$ cat config.mk
export PLATFORM = sky130hd
export DESIGN_NAME = seq_log_unit
export DESIGN_NICKNAME = d
export VERILOG_FILES = /design/src/rtl/seq_log_unit.sv
export SDC_FILE = /design/constraint.sdc
export NUM_CORES = 2
export LEC_CHECK = 0
export BUFFER_PORTS_ARGS = -buffer_cell sky130_fd_sc_hd__buf_4
export CAP_MARGIN = 40
export CELL_PAD_IN_SITES_DETAIL_PLACEMENT = 0
export CELL_PAD_IN_SITES_GLOBAL_PLACEMENT = 1
export CORE_ASPECT_RATIO = 0.9
export CORE_MARGIN = 2
export CORE_UTILIZATION = 47
export CTS_BUF_LIST = sky130_fd_sc_hd__clkbuf_4 sky130_fd_sc_hd__clkbuf_8
export DETAILED_ROUTE_END_ITERATION = 16
export PLACE_DENSITY = 0.91
export SETUP_SLACK_MARGIN = 0.15
export SLEW_MARGIN = 20
export SYNTH_ARGS = -nofsm -noshare
export SYNTH_HDL_FRONTEND = slang
export SYNTH_SLANG_ARGS = --single-unit
$ cat constraint.sdc
create_clock -name clk -period 7.6 [get_ports clk]
set_input_delay 1.14 -clock clk [delete_from_list [all_inputs] [get_ports clk]]
set_output_delay 1.14 -clock clk [all_outputs]
set_load 0.02 [all_outputs]
$ cat src/rtl/seq_log_unit.sv
// Iterative fixed-point logarithm: normalise, then square the mantissa once per result bit.
// The log2 value is scaled to ln or log10 with one rounded Q0.32 constant multiply.
module seq_log_unit #(
  parameter int unsigned IN_W    = 32,
  parameter int unsigned FRAC_W  = 16,
  parameter int unsigned GUARD_W = 4,
  localparam int unsigned RES_W  = 8 + FRAC_W
) (
  input  logic             clk,
  input  logic             rst,
  input  logic             in_valid,
  output logic             in_ready,
  input  logic [IN_W-1:0]  in_data,
  input  logic [1:0]       in_mode,
  output logic             out_valid,
  input  logic             out_ready,
  output logic [RES_W-1:0] out_data,
  output logic             out_err,
  output logic             busy
);

  localparam int unsigned MF    = FRAC_W + GUARD_W;
  localparam int unsigned MW    = MF + 1;
  localparam int unsigned SqW   = MF + 2;
  localparam int unsigned ProdW = RES_W + 32;
  localparam int unsigned CW    = $clog2(FRAC_W + 1);

  localparam logic [31:0]      LnTwo    = 32'd2977044472;
  localparam logic [31:0]      LgTwo    = 32'd1292913986;
  localparam logic [ProdW-1:0] RndHalf  = ProdW'(64'h8000_0000);

  typedef enum logic [2:0] {StIdle, StNorm, StIter, StScale, StDone} state_e;

  state_e              state_q, state_d;
  logic [IN_W-1:0]     x_q, x_d;
  logic [1:0]          mode_q, mode_d;
  logic [7:0]          k_q, k_d;
  logic [MW-1:0]       y_q, y_d;
  logic [FRAC_W-1:0]   frac_q, frac_d;
  logic [CW-1:0]       cnt_q, cnt_d;
  logic                err_q, err_d;
  logic [RES_W-1:0]    data_q, data_d;
  logic                oerr_q, oerr_d;

  logic [7:0]          lead;
  logic [7:0]          shamt;
  logic [IN_W-1:0]     x_norm;
  logic [MW-1:0]       y_norm;
  logic [2*MW-1:0]     y_w;
  logic [SqW-1:0]      sq_t;
  logic                sq_hi;
  logic [MW-1:0]       y_next;
  logic [RES_W-1:0]    l_val;
  logic [ProdW-1:0]    l_w;
  logic [ProdW-1:0]    c_w;
  logic [RES_W-1:0]    scaled;

  always_comb begin
    lead = '0;
    for (int unsigned i = 0; i < IN_W; i++) begin
      if (x_q[i]) lead = 8'(i);
    end
    shamt  = 8'(IN_W - 1) - lead;
    x_norm = x_q << shamt;
    // Leading one lands on the integer bit of Q1.MF; lower operand bits fall off.
    y_norm = MW'({x_norm, {MF{1'b0}}} >> (IN_W - 1));

    y_w    = {{MW{1'b0}}, y_q};
    sq_t   = SqW'((y_w * y_w) >> MF);
    sq_hi  = sq_t[SqW-1];
    y_next = sq_hi ? sq_t[SqW-1:1] : sq_t[MF:0];

    l_val  = {k_q, frac_q};
    l_w    = ProdW'(l_val);
    c_w    = ProdW'((mode_q == 2'b01) ? LnTwo : LgTwo);
    scaled = (mode_q == 2'b00) ? l_val : RES_W'((l_w * c_w + RndHalf) >> 32);
  end

  always_comb begin
    state_d = state_q;
    x_d     = x_q;
    mode_d  = mode_q;
    k_d     = k_q;
    y_d     = y_q;
    frac_d  = frac_q;
    cnt_d   = cnt_q;
    err_d   = err_q;
    data_d  = data_q;
    oerr_d  = oerr_q;
    unique case (state_q)
      StIdle: begin
        if (in_valid) begin
          x_d     = in_data;
          mode_d  = in_mode;
          state_d = StNorm;
        end
      end
      StNorm: begin
        // Errors also pass through StScale so their latency is a fixed two edges.
        if (x_q == '0 || mode_q == 2'b11) begin
          err_d   = 1'b1;
          state_d = StScale;
        end else begin
          err_d   = 1'b0;
          k_d     = lead;
          y_d     = y_norm;
          frac_d  = '0;
          cnt_d   = CW'(FRAC_W);
          state_d = StIter;
        end
      end
      StIter: begin
        frac_d = {frac_q[FRAC_W-2:0], sq_hi};
        y_d    = y_next;
        cnt_d  = cnt_q - CW'(1);
        if (cnt_q == CW'(1)) state_d = StScale;
      end
      StScale: begin
        data_d  = err_q ? '0 : scaled;
        oerr_d  = err_q;
        state_d = StDone;
      end
      StDone: begin
        if (out_ready) state_d = StIdle;
      end
      default: state_d = StIdle;
    endcase
  end

  always_ff @(posedge clk) begin
    if (rst) begin
      state_q <= StIdle;
      x_q     <= '0;
      mode_q  <= '0;
      k_q     <= '0;
      y_q     <= '0;
      frac_q  <= '0;
      cnt_q   <= '0;
      err_q   <= 1'b0;
      data_q  <= '0;
      oerr_q  <= 1'b0;
    end else begin
      state_q <= state_d;
      x_q     <= x_d;
      mode_q  <= mode_d;
      k_q     <= k_d;
      y_q     <= y_d;
      frac_q  <= frac_d;
      cnt_q   <= cnt_d;
      err_q   <= err_d;
      data_q  <= data_d;
      oerr_q  <= oerr_d;
    end
  end

  assign in_ready  = (state_q == StIdle);
  assign out_valid = (state_q == StDone);
  assign busy      = (state_q != StIdle);
  assign out_data  = data_q;
  assign out_err   = oerr_q;

endmodule
# --- After elaboration in Yosys (flattened, before gate mapping) ---
# Index checks and enable logic that the tools add are counted.
word_totals:
  out_inout_bits: 28
  wordCells: 85
  in_bits: 38
  register_bits: 113
classes:
  bitwise: 1
  n_reduce_logical: 10
  n_eq_ne: 11
  n_addsub: 3
  multipliers: 2
  shift: 1
  muxes: 47
ops:
  columns: ["cell", "count"]
  rows:
  - ["$mux 8", 27]
  - ["$add 56x32->56 const B", 1]
  - ["$mul 24x32->56", 1]
  - ["$mux 24", 2]
  - ["$mul 21x21->42", 1]
  - ["$mux 21", 2]
  - ["$pmux 21 s2", 1]
  - ["$logic_not 32->1", 1]
  - ["$mux 32", 1]
  - ["$pmux 16 s2", 1]
  - ["$shl 32x8->32", 1]
  - ["$mux 16", 1]
  - ["$pmux 3 s5", 1]
  - ["$mux 3", 4]
  - ["$pmux 5 s2", 1]
  - ["$sub 5x8->8 const A", 1]
  - ["$eq 3x2->1 const B", 2]
  - ["$ne 2x2->1 const B", 3]
  - ["$reduce_and 2->1", 3]
  - ["$eq 5x1->1 const B", 1]
  - ["$mux 5", 1]
  - ["$sub 5x1->5 const B", 1]
  - ["$mux 2", 2]
  - ["$eq 3x1->1 const B", 1]
  - ["12 further kinds", 14]

# --- Longest topological paths before layout ---
depth:
  ltp_word: 35
  mapped_depth: 30

# --- Worst setup path before layout ---
# OpenSTA, ideal clock, no wires.
synth_timing:
  kind: "flip-flop to flip-flop"
  from: "reg mode_q[0]"
  to: "reg data_q[14], in the netlist out_data[14]"
  setup_ps: 127
  t_arrival_ps: 7535
  stages_incl_launch_ff: 29
  path_slack_ps: -62
  synth_period_minus_slack_ps: 7662
  t_required_ps: 7473
  cell_sequence: "dfxtp_1 -> clkbuf_1 -> nor2b_1 -> clkbuf_1 -> buf_1 -> nand2_1 -> inv_1 -> fa_1 -> fa_1 -> fa_1 -> inv_1 -> fa_1 -> inv_1 -> fa_1 -> fa_1 -> inv_1 -> fa_1 -> inv_1 -> ha_1 -> a21o_1 -> a21oi_1 -> o21ai_0 -> a221oi_1 -> o21a_1 -> a21oi_1 -> o31ai_1 -> o21ai_0 -> a211oi_1 -> o31ai_1"
synth_between:
  elab_chain_cells: 6
  word_cells_on_any_way: 7
synth_lines:
  columns: ["element", "line", "rtl"]
  rows:
  - ["start, declared", "36", "logic [1:0] mode_q, mode_d;"]
  - ["start signal, assigned", "145", "mode_q <= mode_d;"]
  - ["$eq 2x1->1", "75", "c_w = ProdW'((mode_q == 2'b01) ? LnTwo : LgTwo);"]
  - ["$mux 32", "75", null]
  - ["$mul 24x32->56", "76", "scaled = (mode_q == 2'b00) ? l_val : RES_W'((l_w * c_w + RndHalf) >> 32);"]
  - ["$add 56x32->56", "76", null]
  - ["$mux 24 *", "76", null]
  - ["$mux 24 *", "119", "data_d = err_q ? '0 : scaled;"]
  - ["end signal, assigned", "151", "data_q <= data_d;"]
  - ["end, declared", "42", "logic [RES_W-1:0] data_q, data_d;"]
# Every way passes the cells marked *; elsewhere a longest branch is shown, timed or not.
# A chain may end at the register's enable or synchronous reset.

# --- Final worst setup path ---
layout_timing:
  from: "reg mode_q[1]"
  to: "reg data_q[21], in the netlist out_data[21]"
# The elaborated chain is that of the path after synthesis.

==> summary.md <==
| Metric | Value |
|---|---|
| Status | `completed` |
| Total CTS buffers | `9` |
| Compound-gate portion of the synthesized area | `9.66%` |
| GRT Util Overall | `25.2%` |
| Share of cells above drive strength 1 | `9.21%` |
| Kind of critical path | `reg -> reg` |
| Via count | `25400` |
| Clock Sink Count | `110` |
| Slew Viols, Final | `0` |
| Critical Path Source Type | `register` |
| CTS tree | `yes` |
| Cell Int Power | `2330 µW` |
| Final WL | `89400 µm` |
| Pwr dens | `141 nW/µm²` |
| Cell mode on critical path | `fa_1` |
| Vias in the first global route | `26800` |
| Sequential share of the synthesized area | `6.59%` |
| RSZ-0062 raised after global routing | `yes` |
| Area growth, synth to finish | `8.46%` |
| Via/cell ratio | `5.31` |
| Tmin final | `7220 ps` |
| Initial drt markers | `2063` |
| Hold Path Class | `reg -> reg` |
| Mux cell area share after synthesis | `1.43%` |
| Pre-antenna DRT Iters | `7` |
| First-pass GRT wire length | `145000 µm` |
| Clock share of power | `7.9%` |
| Nets@finish | `4981` |
| Count leader, synth | `inv_1` |
| Worst-Margin Slew | `906 ps` |
| Net Sw Frac | `54.4%` |
| Main combinational cell family by area after synthesis | `adder cells` |
| Yosys reg bits | `110` |
| Leak | `0.0198 µW` |
| Flop pwr share | `14.3%` |
| Combinational share of power | `77.8%` |
| Syn avg cell area | `9.01 µm²` |
| Post-cts hold buffer count | `0` |
| DR DRC count | `0` |
| Adder and majority gate portion of the synthesized area | `56.7%` |
| Worst Hold Margin | `469 ps` |
| GPL Wtd Cong | `1.01` |
| Max-capacitance violation count | `0` |
| Post-synth top flop | `dfxtp_1` |
| Final Hold Fails | `0` |
| Starting density of the core | `47.6%` |
| Crit path from | `mode_q[1]` |
| Final Core Density | `51.6%` |
| CP Data Arrival Time | `7560 ps` |
| Top Ports | `66` |
| Period utilization | `95.0%` |
| Fmax | `0.138 GHz` |
| Worst path required time | `7940 ps` |
| Post-synthesis simple-gate area fraction | `10.5%` |
| FFs w/ async S/R, synth | `0%` |
| Root buffer cell | `clkbuf_8` |
| NetSw | `2770 µW` |
| Placed cell areas | `35700 µm²` |
| Remaining Overflow, GRT | `0` |
| Crit path max fanout | `25` |
| Die Wd | `285 µm` |
| Largest net degree at the start of global routing | `54` |
| Fin Setup TNS | `0 ps` |
| Clock skew | `25.3 ps` |
| Mapped Area | `33400 µm²` |
| Worst r2r src | `mode_q[1]` |
| Clock latency on the worst-skew pair | `450 ps` |
| Die Ht | `257 µm` |
| H-tree depth | `3` |
| Clk buf depth | `2` |
| Synth cell count leaders | `1034 x inv_1, 667 x fa_1, 447 x ha_1` |
| Max VDD drop | `111 µV` |
| Worst Hold Launch | `out_data[22]` |
| Crit-path max cell delay | `560 ps` |
| Yosys top cell area share | `40.0%` |
| I/O Buffers | `65` |
| CTS clk-pin slew, worst paths | `120 ps` |
| Wire length per cell | `18.7 µm` |
| Synth top area cells | `fa_1 40%, ha_1 17%, inv_1 12%` |
| Post-DP HPWL | `77400 µm` |
| Number of flops mapped to enable cells by yosys | `0` |
| Filler cell count | `6473` |
| Distinct cell type count after synthesis | `101` |
| Cells after Synth | `3706` |
| Crit-path slowest cell | `fa_1` |
| Biggest area consumer among synthesized cells | `fa_1` |
| Crit. End Element | `register` |
| Initial antenna violation count | `3` |
| Design Area, Final | `36200 µm²` |
| Row Count | `92` |
| Yosys warns | `0` |
| Core Area | `70200 µm²` |
| Full die area | `73200 µm²` |
| Post-route antenna net violation count | `0` |
| Xor/xnor share of the synthesized area | `1.52%` |
| Slew HR | `39.1%` |
| # setup viols final | `0` |
registers in the layout, indices dropped and copies added (netlist names):
signal	cells
err_q	1
mode_q	2
out_data	24
frac_q	16
y_q	21
state_q	3
k_q	5
x_q	32
out_err	1
cnt_q	5
cell families after synthesis:
logic type      count (synthesis)
buf+inv                      1168
fa+ha+maj                    1114
simple gates                  746
compound gates                462
flops                         110
xor+xnor                       58
mux                            46
other cells                     2
critical path: cells and delay by family (launching register included):
| kind | cells | cell delay (ps) |
|---|---|---|
| compound gates | 9 | 1800 |
| xor+xnor | 1 | 160 |
| fa+ha+maj | 8 | 3430 |
| buf+inv | 6 | 540 |
| flops | 1 | 370 |
| simple gates | 4 | 830 |
what timing repair did:
action | 4_1_cts | 5_1_grt
gates resized for setup | 0 | 73
setup buffers | 1 | 14
pin swaps | 1 | 6
setup endpoints to repair | 2 | 40
worst paths after layout:
path	endpoint	slack (ps)	cells past startpoint
hold reg to reg	out_data[22]	470	2
setup / recovery	out_data[21]	380	28
hold / removal	out_data[22]	470	2
setup reg to reg	out_data[21]	380	28
power by group through the flow:
stage | clock network [µW] | registers (µW) | logic [µW]
finish | 403 | 730 | 3970
global route | 427 | 738 | 4440
CTS | 413 | 722 | 3890
detailed placement | 0 | 735 | 3830
global placement | 0 | 733 | 3760
floorplan | 0 | 679 | 2770
through the flow:
stage          setup WS (ps)  cells  power, µW
5_1_grt                  110   4775       5600
4_1_cts                  169   4758       5020
2_1_floorplan            186   3735       3450
6_report                 379   4775       5100
3_5_place_dp             139   4741       4570
3_3_place_gp             231   4736       4500
metal layers:
layer	share of wire (%)	global-route usage, %	wire length [µm]	vias to the layer above
li1	-	-	-	11700
met2	47	41.6	41600	816
met4	3.7	7.77	3310	4
met3	6.5	3.21	5820	161
met5	0.025	0	22	-
met1	43	34.5	38700	12700
final cells by class:
type | count | area (µm²) | area share [%]
Multi-Input combinational cell | 2457 | 27000 | 74.4
Clock buffer | 9 | 124 | 0.342
Tap cell | 940 | 1180 | 3.25
Inverter | 1037 | 3920 | 10.8
Timing Repair Buffer | 214 | 1730 | 4.78
Antenna cell | 1 | 2.50 | 0.00691
Sequential cell | 110 | 2220 | 6.13
Clock inverter | 7 | 86.3 | 0.238
cells in the final DEF (no fill, tap or decap), drive strengths merged, types with 6 or more instances in the layout:
cell     synthesis  routed
a2111oi         10      10
a211oi          28      28
a21o            32      32
a21oi          124     124
a221oi           9       9
a22oi           27      27
a311oi          16      16
a31oi           14      14
and2           100     100
and3            14      14
buf             30     212
clkbuf         100      11
clkinv           1       6
conb             2      31
dfxtp          110     110
fa             667     667
ha             447     447
inv           1036    1033
mux2            15      15
mux2i           31      31
nand2          344     344
nand2b          13      13
nand3           50      50
nand4           12      12
nor2           120     120
nor2b            9       9
nor3            28      28
nor4            12      12
o211ai          18      18
o21a            14      14
o21ai           59      59
o21bai           8       8
o221ai           7       7
o22ai           16      16
o311ai          14      14
o31ai           17      17
or2             12      12
or3             17      17
xnor2           40      40
xor2            18      18
Power figures use the tool's default switching activity.
